## config.mk

```make
export PLATFORM = sky130hd
export DESIGN_NAME = shift_reg_burst
export DESIGN_NICKNAME = d
export VERILOG_FILES = /design/src/rtl/shift_reg_burst.sv
export SDC_FILE = /design/constraint.sdc
export NUM_CORES = 1
export LEC_CHECK = 0
export ABC_AREA = 1
export CORE_ASPECT_RATIO = 1.4
export CORE_MARGIN = 1
export CORE_UTILIZATION = 37
export CTS_CLUSTER_SIZE = 28
export DETAILED_ROUTE_END_ITERATION = 12
export GPL_ROUTABILITY_DRIVEN = 0
export PLACE_DENSITY_LB_ADDON = 0.15
export SLEW_MARGIN = 10
export SYNTH_ARGS = -nofsm -noshare
export SYNTH_HDL_FRONTEND = slang
export SYNTH_SLANG_ARGS = --single-unit
```

## constraint.sdc

```tcl
create_clock -name clk -period 1.3 [get_ports clk]
set_input_delay 0.26 -clock clk [delete_from_list [all_inputs] [get_ports clk]]
set_output_delay 0.26 -clock clk [all_outputs]
set_load 0.01 [all_outputs]
```

## src/rtl/shift_reg_burst.sv

```systemverilog
// ---------------------------------------------------------------------------
// shift_reg_burst
//
// Parametrised shift register with seven single-cycle shift/rotate/load
// operations plus clear, a serial output, and a counted burst-shift engine
// that lets a serial link controller request N shifts with one command.
//
// Ports:
//   clk      system clock
//   rst      asynchronous active-high reset
//   en_i     clock enable; low stalls every register, counter and the FSM
//   mode_i   single-cycle operation applied while idle
//            (000 HOLD, 001 LOAD, 010 SHL, 011 SHR,
//             100 ROL, 101 ROR, 110 ASR, 111 CLEAR)
//   sin_i    serial input bit
//   par_i    parallel load data
//   start_i  burst request, sampled while idle with en_i high
//   dir_i    burst direction (0 left, 1 right), latched at start
//   cnt_i    number of burst shifts, latched at start and clamped to WIDTH
//   P        parallel register contents
//   sout_o   bit the next shift in the current direction will discard
//   busy_o   high while a burst is in progress
//   done_o   one-cycle pulse after a burst (or zero-length burst) completes
// ---------------------------------------------------------------------------
module shift_reg_burst #(
    parameter int WIDTH = 8,
    parameter int CNT_W = $clog2(WIDTH + 1)
) (
    input  logic             clk,
    input  logic             rst,
    input  logic             en_i,
    input  logic [2:0]       mode_i,
    input  logic             sin_i,
    input  logic [WIDTH-1:0] par_i,
    input  logic             start_i,
    input  logic             dir_i,
    input  logic [CNT_W-1:0] cnt_i,
    output logic [WIDTH-1:0] P,
    output logic             sout_o,
    output logic             busy_o,
    output logic             done_o
);

    typedef enum logic {
        S_IDLE  = 1'b0,
        S_BURST = 1'b1
    } state_t;

    localparam logic [2:0] M_HOLD  = 3'b000;
    localparam logic [2:0] M_LOAD  = 3'b001;
    localparam logic [2:0] M_SHL   = 3'b010;
    localparam logic [2:0] M_SHR   = 3'b011;
    localparam logic [2:0] M_ROL   = 3'b100;
    localparam logic [2:0] M_ROR   = 3'b101;
    localparam logic [2:0] M_ASR   = 3'b110;
    localparam logic [2:0] M_CLEAR = 3'b111;

    localparam logic [CNT_W-1:0] WIDTH_C = CNT_W'(WIDTH);

    state_t           state_q, state_next;
    logic [WIDTH-1:0] p_q, p_next;
    logic [CNT_W-1:0] cnt_q, cnt_next;
    logic [CNT_W-1:0] cnt_clamped;
    logic             dir_q, dir_next;
    logic             done_q, done_set;

    // A burst can never usefully shift more than the register width, so the
    // requested count is clamped before it is latched.
    always_comb begin
        cnt_clamped = (cnt_i > WIDTH_C) ? WIDTH_C : cnt_i;
    end

    // Next-state and datapath decode. Start takes priority over mode_i while
    // idle and leaves P untouched in its own cycle. During a burst mode_i and
    // start_i are ignored; the shift with one shift left returns to idle and
    // requests the done pulse. Any state that is not BURST behaves as IDLE.
    always_comb begin
        state_next = state_q;
        p_next     = p_q;
        cnt_next   = cnt_q;
        dir_next   = dir_q;
        done_set   = 1'b0;

        case (state_q)
            S_BURST: begin
                if (dir_q) begin
                    p_next = {sin_i, p_q[WIDTH-1:1]};
                end else begin
                    p_next = {p_q[WIDTH-2:0], sin_i};
                end
                cnt_next = cnt_q - CNT_W'(1);
                if (cnt_q <= CNT_W'(1)) begin
                    cnt_next   = '0;
                    state_next = S_IDLE;
                    done_set   = 1'b1;
                end
            end
            default: begin
                if (start_i) begin
                    dir_next = dir_i;
                    cnt_next = cnt_clamped;
                    if (cnt_clamped != '0) begin
                        state_next = S_BURST;
                    end else begin
                        state_next = S_IDLE;
                        done_set   = 1'b1;
                    end
                end else begin
                    state_next = S_IDLE;
                    case (mode_i)
                        M_HOLD:  p_next = p_q;
                        M_LOAD:  p_next = par_i;
                        M_SHL: begin
                            p_next   = {p_q[WIDTH-2:0], sin_i};
                            dir_next = 1'b0;
                        end
                        M_SHR: begin
                            p_next   = {sin_i, p_q[WIDTH-1:1]};
                            dir_next = 1'b1;
                        end
                        M_ROL: begin
                            p_next   = {p_q[WIDTH-2:0], p_q[WIDTH-1]};
                            dir_next = 1'b0;
                        end
                        M_ROR: begin
                            p_next   = {p_q[0], p_q[WIDTH-1:1]};
                            dir_next = 1'b1;
                        end
                        M_ASR: begin
                            p_next   = {p_q[WIDTH-1], p_q[WIDTH-1:1]};
                            dir_next = 1'b1;
                        end
                        M_CLEAR: p_next = '0;
                        default: p_next = p_q;
                    endcase
                end
            end
        endcase
    end

    // State registers. Everything except done advances only when enabled.
    // done is a one-cycle pulse: it is only ever set on an enabled edge, and
    // any edge after it was set drops it again, stalled or not.
    always_ff @(posedge clk or posedge rst) begin
        if (rst) begin
            state_q <= S_IDLE;
            p_q     <= '0;
            cnt_q   <= '0;
            dir_q   <= 1'b0;
            done_q  <= 1'b0;
        end else begin
            if (en_i) begin
                state_q <= state_next;
                p_q     <= p_next;
                cnt_q   <= cnt_next;
                dir_q   <= dir_next;
            end
            done_q <= en_i & done_set;
        end
    end

    // Serial output shows the bit that would fall off on the next shift in
    // the currently tracked direction.
    always_comb begin
        P      = p_q;
        sout_o = dir_q ? p_q[0] : p_q[WIDTH-1];
        busy_o = (state_q == S_BURST);
        done_o = done_q;
    end

endmodule

```

Yosys cells after proc, flatten, opt, wreduce, memory -nomap -nowiden
Index checks and enable logic that the tools add are counted.
{"block": "word_totals", "regBits": 15, "in_bits": 21, "out_inout_bits": 11, "elab_cells": 50}
{"block": "classes", "n_addsub": 1, "n_lt_le_gt_ge": 2, "n_eq_ne": 10, "n_mux": 19, "n_bitwise": 2, "reduce_logical": 10}
{"op": "case mux 8 bit (7 select lines)", "count": 1}
{"op": "two-way mux 8 bit", "count": 3}
{"op": "two-way mux 4 bit", "count": 4}
{"op": "== test 3 bit (second input constant)", "count": 4}
{"op": "two-way mux 1 bit", "count": 10}
{"op": "== test 3 x 2 -> 1 bit (second input constant)", "count": 2}
{"op": "AND reduction 3 bit", "count": 2}
{"op": "> comparator 4 bit (second input constant)", "count": 1}
{"op": "<= comparator 4 x 1 -> 1 bit (second input constant)", "count": 1}
{"op": "inequality test 2 bit (second input constant)", "count": 2}
{"op": "AND reduction 4 bit", "count": 1}
{"op": "nonzero test 4 bit", "count": 1}
{"op": "subtractor 4 x 1 -> 4 bit (second input constant)", "count": 1}
{"op": "== test 3 x 1 -> 1 bit (second input constant)", "count": 1}
{"op": "zero test 3 bit", "count": 1}
{"op": "nonzero test 3 bit", "count": 1}
{"op": "OR reduction 3 bit", "count": 1}
{"op": "inequality test 2 x 1 -> 1 bit (second input constant)", "count": 1}
{"op": "case mux 1 bit (2 select lines)", "count": 1}
{"op": "AND reduction 2 bit", "count": 1}
{"op": "nonzero test 2 bit", "count": 1}
{"op": "OR reduction 2 bit", "count": 1}
{"op": "AND 1 bit", "count": 1}
{"op": "NOT 1 bit", "count": 1}

Depth between registers and ports, before layout
{"block": "depth", "depth_word": 7, "depth_mapped": 8, "depth_no_buf": 8}

Least setup slack after synthesis
No wires, ideal clock.
{"block": "synth_timing", "path_type": "register -> register", "startpoint": "register cnt_q[0]", "endpoint": "register cnt_q[1]", "setup_time_ns": 0.082, "arrival_time_ns": 1.200, "required_ns": 1.218, "path_slack_ns": 0.018, "stages_incl_launch_ff": 7, "n_path_buf": 0, "period_less_slack_ns": 1.282, "cell_sequence": "dfrtp_1 > inv_1 > ha_1 > o21ai_1 > nand2_1 > or2_1 > a31oi_1"}
{"block": "synth_via", "elab_chain_len": 3, "elab_cells_between_ends": 4, "classes_between": "1 x add/sub; 1 x order compare; 2 x mux"}
{"item": "from (decl)", "line": "62", "text": "logic [CNT_W-1:0] cnt_q, cnt_next;"}
{"item": "from (signal assigned)", "line": "155", "text": "cnt_q <= cnt_next;"}
{"item": "subtractor 4 x 1 -> 4 bit / <= comparator 4 x 1 -> 1 bit (equally long branches)", "line": "91, 92"}
{"item": "two-way mux 4 bit *", "line": "92", "text": "if (cnt_q <= CNT_W'(1)) begin"}
{"item": "two-way mux 4 bit *", "line": "84", "text": "case (state_q)"}
Every way passes the cells marked *; elsewhere a longest branch is shown, timed or not.
A chain may end at the register's enable or synchronous reset.

Final worst setup path
Ends and elaborated chain as after synthesis.

==> metrics.txt <==
pin count of the biggest net entering global routing 16; Max VDD drop 1220 uV; Yosys top cell by area dfrtp_1; CP max FO 4; design area around 0.002 mm2; f_max 755 MHz; clock network fraction of total power 0.097; Die Area between 0.003 and 0.004 mm2; Worst Tran Pin Value between 200 and 300 ps; vias in the first global route 1355; met3 Use GR 0.0344; ys flop type dfrtp_1; GR Util met2 0.384; DP Area 0.00180 mm2; final hold violation count 0; Switching Share 0.449; Max Cap Viol 0; layout cells sized above 1 0.308; status finished with violations; via density per instance ~5; Async SR Flop Fraction 1.00; DRT iter0 DRCs 41; WS Path Type reg2reg; post-route ant nets 0; routed len/inst 13.1 um; Num CTS Buffers 3; period utilization 1.02; Mapped Cells slightly below 200; Ant. Diodes 0; total power 3930 uW; Worst-Skew Late Latency ~250 ps; first-pass GRT wire length about 6.1 mm; total internal power between 2000 and 2500 uW; initial antenna violation count 0; type of origin of the critical path flop; drt first pass iters 4; synthesized cell area 0.00126 mm2; Arr. time, crit path 1490 ps; Critical Path End Type flop; CTS tree done; Remaining DRCs 0; Pwr Density 1970 mW/mm2; count leader, synth nor2_1; setup violators final 1; gr busiest metal met2; Detailed Route WL 3.95 mm; Die Y 71.2 um; Global Route met1 Usage 0.266; CTS Hold Bufs 0; Lkg Pwr slightly below 0.001 uW; Die Wd about 50 um; Initial Util 0.397; total congestion overflow 0; Synthesis Warnings 0; Rel. slew slack 0.832; Synthesized Nets 218; Worst Hold Class in2async; Top Ports 32; sequential fraction of the synthesis area 0.297; Worst EP required 1470 ps; input/output buffers 31; Filler cells 301; Synth cell types 25; clock sinks 15; dpl ws -400 ps; top post-synthesis cells by area dfrtp_1 30%, nor2_1 13%, nand2_1 12%; clock slew at reported path FFs 60 ps; Post-synth top cells 45 x nor2_1, 40 x nand2_1, 19 x inv_1, 16 x o21ai_0, 15 x dfrtp_1; DP Wirelength 2.55 mm; unrepaired setup endpoints after global routing true; Final Max Tran Viols 0; sequential power share 0.226; Layout area overhead 58.0%; failing checks setup timing; switching pwr 1770 uW; EDFF count, synth 0; nets around 290; clk buf depth 2; Final WS setup -24.7 ps; Core Rows 24; hold_ws roughly 310 ps; Root Driver clkbuf_8; via count roughly 1.5k; core area 0.00318 mm2; top-area cell type share of the netlist area 0.297; #FFs+latches synth 15; Logic pwr share 0.677; Syn Area/Cell 6.48 um2; min cycle time layout 1320 ps; gr usage total 0.224; clock skew ~2.7 ps; htree depth 1
[per-stage QoR]
step / instances / util / setup TNS, ps
after detailed placement: 289 / 0.564 / -4320
after global routing: 302 / 0.627 / -250
final: 302 / 0.627 / -24.7
after global placement: 289 / 0.564 / -4200
after CTS: 295 / 0.601 / -24.4
after floorplan: 195 / - / 0
[cells by family (layout without fill, tap and decap cells)]
| group | after synthesis | after routing | share of synthesized area |
|---|---|---|---|
| flip-flops | 15 | 15 | 0.297 |
| AO/OA/AOI/OAI | 37 | 38 | 0.183 |
| buffers and inverters | 28 | 93 | 0.103 |
| XOR/XNOR | 1 | 1 | 0.00693 |
| adder cells (fa/ha/maj) | 2 | 2 | 0.0198 |
| AND/OR/NAND/NOR | 112 | 114 | 0.390 |
[routing by layer]
layer / up-vias / part of all wire
met4: 0 / 0.025
met3: 8 / 0.035
met2: 42 / 0.52
li1: 770 / -
met1: 693 / 0.42
met5: - / 0
[cell usage in the layout (no fill, tap or decap), drive strengths merged]
cell type	count
a21oi	12
a31oi	3
buf	36
clkbuf	5
clkdlybuf4s50	17
clkinvlp	1
dfrtp	15
dlygate4sd2	12
ha	2
inv	22
nand2	44
nand3	18
nand4	5
nor2	45
nor3	1
o21ai	22
o22ai	1
or2	1
xor2	1
[timing repair]
item | 4_1_cts | 5_1_grt
setup buffers | 1 | 4
gates cloned | 1 | 3
setup endpoints to repair | 24 | 15
pin swaps | 5 | 11
gates resized for setup | 34 | 16
hold endpoints to repair | 0 | 0
[worst max-delay path, stage by stage, from the launching register on]
cell and delay [ps]:
dfrtp_1 420, inv_2 70, ha_4 170, o21ai_4 130, nand2_2 80, or2_1 210
a31oi_1 160
[sequential cells by signal (all words and copies together), names as in the netlist]
register and cells:
P 8, done_o 1, busy_o 1, dir_q 1
cnt_q 4
[path summary, 6_finish.rpt]
kind / startpoint / endpoint / slack (ps) / cells after the start
min in group clk: cnt_q[1] / cnt_q[1] / 570 / 2
worst min register to register: cnt_q[1] / cnt_q[1] / 570 / 2
max in group asynchronous: rst / busy_o / 790 / 3
worst max register to register: cnt_q[0] / cnt_q[1] / -20 / 6
worst max-delay path: cnt_q[0] / cnt_q[1] / -20 / 6
worst min-delay path: rst / P[0] / 310 / 3
[power groups by stage]
stage               sequential [uW]  clock [uW]  combinational [uW]
floorplan                      1000           0                1210
global placement                881           0                2400
detailed placement              880           0                2390
CTS                             879         386                2410
global route                    920         419                2940
finish                          889         380                2660
[final cells by class]
| cell class | count | area, um2 | share of cell area |
|---|---|---|---|
| clock buffer | 4 | 45.0 | 0.0226 |
| timing repair buffer | 66 | 553 | 0.277 |
| tap | 39 | 48.8 | 0.0244 |
| multi-input combinational | 155 | 881 | 0.441 |
| inverter | 23 | 92.6 | 0.0464 |
| sequential | 15 | 377 | 0.189 |
Note: power is estimated with default switching activity, not from simulation.
